<file path="src/rtl/perf_counter_bank.sv">
// Performance-counter bank: event, cycle and retired-instruction counters
// with shadow snapshots, overflow flags, freeze-on-finish and a read port.
module perf_counter_bank #(
   parameter int NUM_EV   = 3,
   parameter int WIDTH    = 19,
   parameter int SAT_MODE = 1,
   parameter int SELW     = $clog2(NUM_EV+2)
) (
   input  logic              clkFPGA,
   input  logic              rst,
   input  logic              en,
   input  logic              finish,
   input  logic              clr,
   input  logic              snap,
   input  logic [NUM_EV-1:0] ev_inc,
   input  logic              retire,
   input  logic [SELW-1:0]   rd_sel,
   input  logic              rd_shadow,
   output logic [WIDTH-1:0]  rd_data,
   output logic [NUM_EV+1:0] ovf,
   output logic              frozen
);

   localparam int NC = NUM_EV + 2;
   localparam logic [WIDTH-1:0] MAXV = '1;

   logic [WIDTH-1:0] cnt_q [NC];
   logic [WIDTH-1:0] cnt_d [NC];
   logic [WIDTH-1:0] shd_q [NC];
   logic [WIDTH-1:0] shd_d [NC];
   logic [NC-1:0]    ovf_q, ovf_d, inc;
   logic             frozen_q, frozen_d;
   logic [WIDTH-1:0] rd_q, rd_d;
   logic             cnt_ok, freeze, capture;

   always_comb begin
      cnt_ok   = en & ~frozen_q & ~finish;
      freeze   = finish & ~frozen_q & ~clr;
      capture  = snap | freeze;
      // Channel order: events, then cycles, then retired.
      inc      = {retire, 1'b1, ev_inc} & {NC{cnt_ok}};
      ovf_d    = ovf_q;
      frozen_d = frozen_q | freeze;
      rd_d     = '0;
      for (int i = 0; i < NC; i++) begin
         shd_d[i] = capture ? cnt_q[i] : shd_q[i];
         cnt_d[i] = cnt_q[i];
         if (clr) begin
            cnt_d[i] = '0;
         end else if (inc[i]) begin
            if (cnt_q[i] == MAXV) begin
               ovf_d[i] = 1'b1;
               cnt_d[i] = (SAT_MODE != 0) ? MAXV : '0;
            end else begin
               cnt_d[i] = cnt_q[i] + WIDTH'(1);
            end
         end
         if (rd_sel == SELW'(i))
            rd_d = rd_shadow ? shd_q[i] : cnt_q[i];
      end
      if (clr) begin
         ovf_d    = '0;
         frozen_d = 1'b0;
      end
   end

   always_ff @(posedge clkFPGA or negedge rst) begin
      if (!rst) begin
         for (int i = 0; i < NC; i++) begin
            cnt_q[i] <= '0;
            shd_q[i] <= '0;
         end
         ovf_q    <= '0;
         frozen_q <= 1'b0;
         rd_q     <= '0;
      end else begin
         for (int i = 0; i < NC; i++) begin
            cnt_q[i] <= cnt_d[i];
            shd_q[i] <= shd_d[i];
         end
         ovf_q    <= ovf_d;
         frozen_q <= frozen_d;
         rd_q     <= rd_d;
      end
   end

   assign rd_data = rd_q;
   assign ovf     = ovf_q;
   assign frozen  = frozen_q;

endmodule
</file>
<file path="config.mk">
export PLATFORM = sky130hd
export DESIGN_NAME = perf_counter_bank
export DESIGN_NICKNAME = d
export VERILOG_FILES = /design/src/rtl/perf_counter_bank.sv
export SDC_FILE = /design/constraint.sdc
export NUM_CORES = 1
export LEC_CHECK = 0
export ABC_AREA = 1
export CAP_MARGIN = 20
export CORE_MARGIN = 2
export CORE_UTILIZATION = 60
export DETAILED_ROUTE_END_ITERATION = 10
export GPL_TIMING_DRIVEN = 0
export PLACE_DENSITY = 0.78
export SYNTH_ARGS = -nofsm -noshare
export SYNTH_HDL_FRONTEND = slang
export SYNTH_SLANG_ARGS = --single-unit
</file>
<file path="constraint.sdc">
create_clock -name clkFPGA -period 1.93 [get_ports clkFPGA]
set_clock_uncertainty 0.2 [all_clocks]
set_input_delay 0.386 -clock clkFPGA [delete_from_list [all_inputs] [get_ports clkFPGA]]
set_output_delay 0.386 -clock clkFPGA [all_outputs]
set_load 0.02 [all_outputs]
</file>
==> impl_metrics.toml <==
[pwr]
peakVddDrop_v = 0.0006878
power_mw = 10.54
powerDensity_mw_per_mm2 = 751.1
p_leak_nw = 6.758

[routing]
ant_nets = 0
routed-via-count = 11940
viasPerCell = 5.832
routedWlPerCell_um = 17.22
routed_wl_um = 35240
firstDrtPassIters = 6
drt_iter0_drc = 1095
route.detailed.drc = 0

[timing]
fin_crit_sh_pct = 101.9
hold_violations = 0
slew_viol_final = 0
rsz0062_at_grt = "yes"
fmax_mhz = 508.7
max-slew-margin-rel_pct = 51.53
fin_ws_ns = -0.03574
setup_viol = 2
tightest_slew_ns = 0.7271
min_period_ns = 1.966

[place]
dpl.hpwl_um = 24500
portBuffers = 37
gp_congestion = 0.9673

[finish]
final_net_count = 1785
fillerInstances = 1659
num_antenna_cells = 0
final_layout_size_suffix_gt1_share_pct = 10.72
finalCoreUtilization_pct = 71.67
final_cell_mix = "nand2_1, nor2_1, dfrtp_1"
area_growth_syn_to_layout_pct = 16.28
final_common_cell = "nand2_1"

[synthesis]
yosys-top-cells-area = "dfrtp_1, nand2_1, nor2_1, nand3_1, o21ai_0"
synth_cell_types = 35
synth_xor_area_share_pct = 1.451
yosys_warnings = 0
postSynthAreaPerCell_um2 = 7.243
synth-compound-area-share_pct = 13.19
syn_area_mm2 = 0.01207
synth_fa_ha_area_share_pct = 0.5181
synth_top_family_by_area = "simple AND/OR/NAND/NOR gates"
mappedNetlistNets = 1686
yosys.area_share.simple_pct = 32.44
synth_cells = 1667
ys_ff_latch = 215
ys.flop_type = "dfrtp_1"
synth.area.mux_share_pct = 0
seq_area_frac_synth_pct = 44.56
yosysTopAreaCellShare_pct = 44.56
yosys.area.top_type = "dfrtp_1"
synthArstFlopShare_pct = 100.0
synth_edf_count = 0

[floorplanning]
ios = 39
core_area_mm2 = 0.01959
die_h_um = 145.9
die_width_um = 145.9
start_util_pct = 61.63
dieArea_mm2 = 0.02127
fp-row-count = 51

[min_path]
hp-start = "rd_sel[1]"
hold_path_end = "rd_data[4]"
min_path_type = "primary input to flop"
holdPathStages = 4

[cts]
cts_tree = "built"
clk_pin_slew_ns = 0.06
htree_levels = 1
clockRootBuffer = "clkbuf_16"
cts-buffers-inserted = 24
clock_path_buffers = 3
clock-sinks = 215
clock_latency_ns = 0.54

[setup_path]
required_ns = 2.20
worstPathArrival_ns = 2.24
rr_endpoint = "cnt_q[54]"
r2r_cells = 7
cp-end-kind = "flop"
timing.rr.start = "frozen"
critPathKind = "primary input to flop"
r2r_slack_ns = 0.02
cp_max_fo = 10
crit_path_start_kind = "primary input"

[global_routing]
grt_max_degree = 124
grt_pass1_vias = 11050
track_usage_pct = 32.85
grt_pass1_wl_um = 56760
grt_overflow = 0
antenna_found_initial = 0

[run_status]
status = "finished, violations left"
violations = "setup timing"

[job]
drv_cap = 0
==> layout make-up <==
| cell class | instances | area, µm² | area share (%) |
|---|---|---|---|
| Multi-Input combinational cell | 1231 | 5854 | 41.70 |
| Sequential cell | 215 | 5384 | 38.35 |
| Timing Repair Buffer | 73 | 668.1 | 4.759 |
| Clock buffer | 34 | 658.1 | 4.688 |
| Inverter | 154 | 594.3 | 4.233 |
| Buffer | 67 | 397.9 | 2.834 |
| Tap cell | 265 | 331.6 | 2.362 |
| Clock inverter | 8 | 151.4 | 1.078 |
==> through the flow <==
stage               hold WS (ns)  std cells  instance area, µm²  setup WS, ns    TNS, ns
global placement          0.2603       1969               12780        -8.829   -2029.50
CTS                       0.1649       2017               13690     -0.009761  -0.009761
floorplan                -0.1096       1667               12070        0.2109          0
detailed placement        0.2641       1970               12810       -0.9601    -142.69
finish                    0.1766       2047               14040      -0.03574   -0.03605
global route              0.1975       2047               14040      -0.03185    -0.1320
==> metal layers <==
| layer | vias up | GRT usage [%] | share of wire [%] |
|---|---|---|---|
| met5 | - | 0 | 0 |
| met4 | 0 | 13.33 | 5.0 |
| met3 | 115 | 4.922 | 8.2 |
| met2 | 572 | 52.95 | 47 |
| met1 | 5662 | 44.84 | 40 |
| li1 | 5589 | - | - |
==> repair_timing <==
item	CTS	global route
setup endpoints to repair	219	133
pin swaps	2	12
hold buffers	1	0
gates resized for setup	53	27
hold endpoints to repair	122	0
setup buffers	4	30
==> state kept, by name, summed over array words and instances (netlist names) <==
name	flops
shd_q	95
frozen	1
cnt_q	95
ovf	5
rd_data	19
==> report_power, final <==
group | switching [mW] | internal (mW)
clock | 1.88 | 2.91
combinational | 0.670 | 0.294
sequential | 0.104 | 4.69
total | 2.65 | 7.89
==> cell usage after synthesis (2+ instances only) <==
master,instances
nand2_1,509
nor2_1,216
dfrtp_1,215
inv_1,149
nand3_1,128
o21ai_0,116
a21oi_1,105
buf_2,38
o211ai_1,36
nand4_1,25
xor2_1,18
a211oi_1,17
clkbuf_1,14
nand3_2,11
nor2_2,9
nor2_4,8
buf_4,6
buf_6,6
nand2_2,6
ha_1,5
nor3_1,4
o211ai_2,4
buf_1,3
inv_2,3
nor3_4,3
nand2_4,2
o21bai_1,2
xnor2_1,2
==> worst max path at each step <==
stage | startpoint | slack [ns] | to
2_1_floorplan | frozen | 0.21 | cnt_q[45]
3_3_place_gp | rst | -8.83 | cnt_q[15]
3_5_place_dp | clr | -0.96 | cnt_q[83]
4_1_cts | frozen | -0.01 | cnt_q[50]
5_1_grt | frozen | -0.03 | cnt_q[25]
6_report | clr | -0.04 | cnt_q[42]
==> kinds of logic (layout without fill, tap and decap cells) <==
kind of cell | count (synthesis) | after routing
compound gates | 283 | 283
xor+xnor | 20 | 20
buf+inv | 221 | 336
flops | 215 | 215
fa+ha+maj | 5 | 5
simple gates | 923 | 923
==> critical path, stage by stage <==
cell and delay, ns:
dlygate4sd2_1 0.39, inv_2 0.23, buf_2 0.42, clkdlybuf4s18_2 0.54
nand3_1 0.15, nand2_1 0.10
Note: power is estimated with default switching activity, not from simulation.
